==> src/rtl/trap_ctrl.sv <==
// Trap sequencer sitting between writeback and the CSR file.
// At each instruction boundary it picks one event: an interrupt, an exception,
// an mret or an sret. It then pulses the matching CSR strobe for one cycle.
// Finally it presents the new fetch PC and holds it until fetch accepts it.
//
// state    | meaning
// ---------+-------------------------------------------------------------
// IDLE     | watch WB for an interrupt/exception/mret/sret boundary
// TRAP     | trap_enter strobe, vector target computed from tvec
// RET      | mret_exec/sret_exec strobe, target taken from mepc/sepc
// REDIRECT | redirect_valid held with a stable PC until redirect_ready

module trap_ctrl #(
  parameter bit VECTORED_EN = 1'b1
) (
  input  logic        clk,
  input  logic        rst,

  input  logic        wb_valid,
  input  logic [31:0] wb_pc,
  input  logic        wb_exc,
  input  logic [4:0]  wb_cause,
  input  logic [31:0] wb_tval,
  input  logic        wb_mret,
  input  logic        wb_sret,

  input  logic        timer_interrupt,
  input  logic        mie_mtie,
  input  logic        mstatus_mie,
  input  logic        mip_stip,
  input  logic        mie_stie,
  input  logic        sstatus_sie,
  input  logic        mideleg_sti,
  input  logic [1:0]  priv_mode,
  input  logic        trap_to_s,

  input  logic [31:0] mtvec,
  input  logic [31:0] stvec,
  input  logic [31:0] mepc,
  input  logic [31:0] sepc,

  output logic        wb_kill,
  output logic        flush,
  output logic        busy,
  output logic        trap_enter,
  output logic        mret_exec,
  output logic        sret_exec,
  output logic [31:0] trap_cause,
  output logic [31:0] trap_pc,
  output logic [31:0] trap_val,
  output logic        redirect_valid,
  output logic [31:0] redirect_pc,
  input  logic        redirect_ready
);

  localparam logic [1:0] PRIV_U = 2'b00;
  localparam logic [1:0] PRIV_S = 2'b01;
  localparam logic [1:0] PRIV_M = 2'b11;

  localparam logic [31:0] CAUSE_MTI = 32'h8000_0007;
  localparam logic [31:0] CAUSE_STI = 32'h8000_0005;

  typedef enum logic [1:0] {
    ST_IDLE     = 2'd0,
    ST_TRAP     = 2'd1,
    ST_RET      = 2'd2,
    ST_REDIRECT = 2'd3
  } state_t;

  state_t      state_q,       state_d;
  logic [31:0] trap_cause_q,  trap_cause_d;
  logic [31:0] trap_pc_q,     trap_pc_d;
  logic [31:0] trap_val_q,    trap_val_d;
  logic [31:0] redirect_pc_q, redirect_pc_d;
  logic        ret_is_s_q,    ret_is_s_d;

  logic        m_enabled;
  logic        mti_elig;
  logic        sti_elig;
  logic        irq_any;
  logic [31:0] tvec_sel;
  logic [31:0] tvec_base;
  logic        use_vector;
  logic [31:0] trap_target;

  // Interrupt eligibility; M-level enables apply below M or with mstatus.MIE set.
  always_comb begin
    m_enabled = (priv_mode != PRIV_M) | mstatus_mie;
    mti_elig  = timer_interrupt & mie_mtie & m_enabled;
    if (mideleg_sti) begin
      // Delegated STI is never taken while in M.
      sti_elig = mip_stip & mie_stie &
                 ((priv_mode == PRIV_U) | ((priv_mode == PRIV_S) & sstatus_sie));
    end else begin
      sti_elig = mip_stip & mie_stie & m_enabled;
    end
    irq_any = mti_elig | sti_elig;
  end

  // Trap target: trap_to_s is sampled in the TRAP cycle, before priv_mode moves.
  always_comb begin
    tvec_sel    = trap_to_s ? stvec : mtvec;
    tvec_base   = {tvec_sel[31:2], 2'b00};
    use_vector  = VECTORED_EN && (tvec_sel[1:0] == 2'b01) && trap_cause_q[31];
    trap_target = use_vector ? (tvec_base + {25'b0, trap_cause_q[4:0], 2'b00})
                             : tvec_base;
  end

  // Next-state and output decode.
  always_comb begin
    state_d        = state_q;
    trap_cause_d   = trap_cause_q;
    trap_pc_d      = trap_pc_q;
    trap_val_d     = trap_val_q;
    redirect_pc_d  = redirect_pc_q;
    ret_is_s_d     = ret_is_s_q;
    wb_kill        = 1'b0;
    flush          = 1'b0;
    trap_enter     = 1'b0;
    mret_exec      = 1'b0;
    sret_exec      = 1'b0;
    redirect_valid = 1'b0;

    case (state_q)
      ST_IDLE: begin
        if (wb_valid) begin
          if (irq_any) begin
            wb_kill      = 1'b1;
            flush        = 1'b1;
            trap_cause_d = mti_elig ? CAUSE_MTI : CAUSE_STI;
            trap_pc_d    = wb_pc;
            trap_val_d   = 32'h0;
            state_d      = ST_TRAP;
          end else if (wb_exc) begin
            wb_kill      = 1'b1;
            flush        = 1'b1;
            trap_cause_d = {27'b0, wb_cause};
            trap_pc_d    = wb_pc;
            trap_val_d   = wb_tval;
            state_d      = ST_TRAP;
          end else if (wb_mret) begin
            // mret/sret retire normally; only the younger instructions go.
            flush      = 1'b1;
            ret_is_s_d = 1'b0;
            state_d    = ST_RET;
          end else if (wb_sret) begin
            flush      = 1'b1;
            ret_is_s_d = 1'b1;
            state_d    = ST_RET;
          end
        end
      end

      ST_TRAP: begin
        trap_enter    = 1'b1;
        redirect_pc_d = trap_target;
        state_d       = ST_REDIRECT;
      end

      ST_RET: begin
        mret_exec     = ~ret_is_s_q;
        sret_exec     = ret_is_s_q;
        redirect_pc_d = ret_is_s_q ? sepc : mepc;
        state_d       = ST_REDIRECT;
      end

      ST_REDIRECT: begin
        redirect_valid = 1'b1;
        if (redirect_ready) begin
          state_d = ST_IDLE;
        end
      end

      default: begin
        state_d = ST_IDLE;
      end
    endcase
  end

  // State and trap-record registers; reset clears everything visible.
  always_ff @(posedge clk or posedge rst) begin
    if (rst) begin
      state_q       <= ST_IDLE;
      trap_cause_q  <= 32'h0;
      trap_pc_q     <= 32'h0;
      trap_val_q    <= 32'h0;
      redirect_pc_q <= 32'h0;
      ret_is_s_q    <= 1'b0;
    end else begin
      state_q       <= state_d;
      trap_cause_q  <= trap_cause_d;
      trap_pc_q     <= trap_pc_d;
      trap_val_q    <= trap_val_d;
      redirect_pc_q <= redirect_pc_d;
      ret_is_s_q    <= ret_is_s_d;
    end
  end

  assign busy        = (state_q != ST_IDLE);
  assign trap_cause  = trap_cause_q;
  assign trap_pc     = trap_pc_q;
  assign trap_val    = trap_val_q;
  assign redirect_pc = redirect_pc_q;

endmodule

==> config.mk <==
export PLATFORM = sky130hd
export DESIGN_NAME = trap_ctrl
export DESIGN_NICKNAME = d
export VERILOG_FILES = /design/src/rtl/trap_ctrl.sv
export SDC_FILE = /design/constraint.sdc
export NUM_CORES = 1
export LEC_CHECK = 0
export ABC_AREA = 1
export CORE_MARGIN = 2
export CORE_UTILIZATION = 36
export DETAILED_ROUTE_END_ITERATION = 16
export GPL_ROUTABILITY_DRIVEN = 1
export PLACE_DENSITY = 0.85
export SLEW_MARGIN = 10
export SYNTH_ARGS = -nofsm -noshare
export SYNTH_HDL_FRONTEND = slang
export SYNTH_SLANG_ARGS = --single-unit
==> constraint.sdc <==
create_clock -name clk -period 3 [get_ports clk]
set_clock_uncertainty 0.2 [all_clocks]
set_input_delay 0.3 -clock clk [delete_from_list [all_inputs] [get_ports clk]]
set_output_delay 0.3 -clock clk [all_outputs]
set_load 0.01 [all_outputs]
==> flow_summary.ini <==
[synthesis]
netlist_instances = 911
ys_top_cells_by_count = nand2_1 (354), dfrtp_1 (105), inv_1 (73)
synth_area_leader_cell = dfrtp_1
ys_top_cells_by_area = dfrtp_1 (41%), nand2_1 (21%), o21ai_0 (5.2%)
muxShareOfSynthArea = 0
synth_top_family_by_area = simple AND/OR/NAND/NOR gates
ys_seq_area_frac = 0.4072
mappedNetlistArea_um2 = 6452
synth_xor_area_frac = 0.004072
synth_area_per_cell_um2 = 7.083
synthFlopType = dfrtp_1
synth_compound_area_frac = 0.1336
synth_top_area_frac = 0.4072
synthAdderAreaFrac = 0.02249
synth-async-reset-ratio = 1.000
synth-seq-cells = 105
synth_cell_type_count = 42
yosys_warnings = 0
synth_most_common_cell = nand2_1
synthSimpleGateAreaFrac = 0.3236
synth-edff-count = 0

[power]
p_leak_nw = 4.829
peakVddDrop_v = 0.0004913
power.density_nw_per_um2 = 846.5

[drt]
drtIter0Drc = 293
vias = 7118
routed_wl_um = 24000
vias_per_cell = 4.869
dr.pass1.iters = 5
wl_per_cell_um = 16.42
ant_nets = 0
drc = 0

[clocking]
clock_latency_ps = 360
cts_buffers = 9
clkTransAtPathRegs_ps = 90
htree_levels = 3
cts_tree = done
cts_buffer_depth = 2
cts_root_buf = clkbuf_16
cts_sinks = 105

[timing]
rsz0062_at_grt = false
setup_viol = 0
finalWorstSetupSlack_ps = 259.0
timing.slew.headroom = 0.5137
period_share = 0.9137
hold_viol_final = 0
slew_viol_final = 0
fin_setup_tns_ps = 0
finalCriticalPeriod_ps = 2741
fmaxAchievable_mhz = 364.8
tightestPinTransition_ps = 729.5

[critical_path]
start_kind = primary input
crit_top_cell = nand2_1
cp-end-kind = primary output
path_cells = clkdlybuf4s50_1, nand2_1, nor2_1, o21ai_1, nand3_1, nand2_1, inv_2, nand2_1, nand3_4, o21ai_0, clkdlybuf4s50_1
critPathArrivalTime_ps = 2240
worst-endpoint-required_ps = 2500
slowest_stage = clkdlybuf4s50_1
path_class = in2out
worstPathMaxFanout = 4
cpPeakStageDelay_ps = 610

[placed_design]
gp_congestion = 0.9376
dp_slack_ps = -238.2
io_buffers = 322
postPlaceCellArea_um2 = 9935
dp_hpwl_um = 19160
dp.cells = 1444

[cells_and_area]
final_cells = 1462
nets = 1455
utilization = 0.5892
register_area_um2 = 2628
multiInputGateArea_um2 = 3237
post-route-cell-area_um2 = 10260
area_growth_pct = 59.03
final_layout_size_suffix_gt1_frac = 0.06397
fillers = 1549

[outcome]
status = complete, no violations

[floorplanning]
die_h_um = 137.9
die_area_um2 = 19010
core_area_um2 = 17420
row_count = 48
start_util = 0.3705
die_w_um = 137.9
ios = 349

[job]
max_cap_violations = 0

[global_route]
grt_util_all_layers = 0.2443
grt_max_degree = 90
grt_pass1_vias = 7058
grt_pass1_wl_um = 35490
overflow = 0
antenna_found_initial = 1

[hold_path]
holdCritPathClass = in2async
## layout make-up
| class | count | share of cell area |
|---|---|---|
| Timing Repair Buffer | 353 | 0.3407 |
| Multi-Input combinational cell | 684 | 0.3154 |
| Sequential cell | 105 | 0.2561 |
| Inverter | 77 | 0.02902 |
| Tap cell | 225 | 0.02744 |
| Clock buffer | 9 | 0.02195 |
| Clock inverter | 7 | 0.008901 |
| Antenna cell | 2 | 0.0004877 |
## stage by stage
step	hold slack, ps	power (mW)
after floorplan	207.8	4.824
after global placement	260.6	7.372
after detailed placement	264.0	7.472
after CTS	99.68	8.762
after global routing	112.4	9.321
final	103.2	8.686
## registers in the layout, indices dropped and copies added, names as in the netlist
register,flops
redirect_pc,32
trap_pc,32
trap_val,32
trap_cause,6
state_q,2
ret_is_s_q,1
## final timing paths
kind | from | cells after the start | end | slack (ps)
setup / recovery | priv_mode[0] | 11 | flush | 260
hold / removal | rst | 2 | trap_pc[22]$_DFFE_PP0P_ | 100
setup reg to reg | state_q[0]$_DFFE_PP0P_ | 6 | redirect_pc[19]$_DFFE_PP0P_ | 510
hold reg to reg | trap_pc[6]$_DFFE_PP0P_ | 2 | trap_pc[6]$_DFFE_PP0P_ | 290
max in group asynchronous | rst | 3 | redirect_pc[19]$_DFFE_PP0P_ | 1710
min in group clk | wb_pc[21] | 3 | trap_pc[21]$_DFFE_PP0P_ | 260
## kinds of logic after synthesis
family                   after synthesis
buffers and inverters                147
AND/OR/NAND/NOR                      501
AO/OA/AOI/OAI                        143
other                                  1
flip-flops                           105
XOR/XNOR                               3
adder cells (fa/ha/maj)               11
## cell usage in the layout, fill, tap and decap left out, types with 3 or more instances in the layout
| cell type | n |
|---|---|
| or2_2 | 8 |
| clkbuf_16 | 9 |
| a21oi_1 | 31 |
| clkdlybuf4s50_1 | 321 |
| nand3_4 | 3 |
| conb_1 | 26 |
| nor2_2 | 4 |
| nor2_1 | 64 |
| o21ai_0 | 67 |
| a221oi_1 | 23 |
| dfrtp_1 | 105 |
| inv_1 | 72 |
| a41oi_1 | 3 |
| a31oi_1 | 4 |
| nand4_1 | 6 |
| nand2_1 | 353 |
| clkinv_8 | 3 |
| o21ai_1 | 3 |
| nand3_1 | 51 |
| nand2_2 | 3 |
| a22oi_1 | 6 |
| ha_1 | 10 |
| nor2_4 | 3 |
| buf_12 | 3 |
| buf_4 | 28 |
## where the power goes
| group | switching, mW | total [mW] | leakage [nW] | internal (mW) |
|---|---|---|---|---|
| logic | 2.45 | 4.85 | 3.39 | 2.40 |
| registers | 0.451 | 2.58 | 1.29 | 2.13 |
| clock network | 0.644 | 1.25 | 0.152 | 0.605 |
| total | 3.54 | 8.69 | 4.83 | 5.14 |
## timing repair
action / 4_1_cts / 5_1_grt
setup endpoints to repair: 0 / 12
endpoints found under the hold margin: 0 / 0
setup buffers: 0 / 0
hold buffers: 0 / 0
gates resized for setup: 0 / 2
## critical path: cells and delay by family
kind                   cells  cell delay (ps)
buffers and inverters      3             1120
and+or+nand+nor            6              590
AOI/OAI and AO/OA          2              220
## layer usage
metal,up-vias,GRT usage,share of wire
met5,-,0,0
met4,0,0.1054,0.030
met3,44,0.08808,0.11
met2,299,0.4420,0.51
met1,3273,0.2539,0.35
li1,3502,-,-
Note: power is estimated with default switching activity, not from simulation.
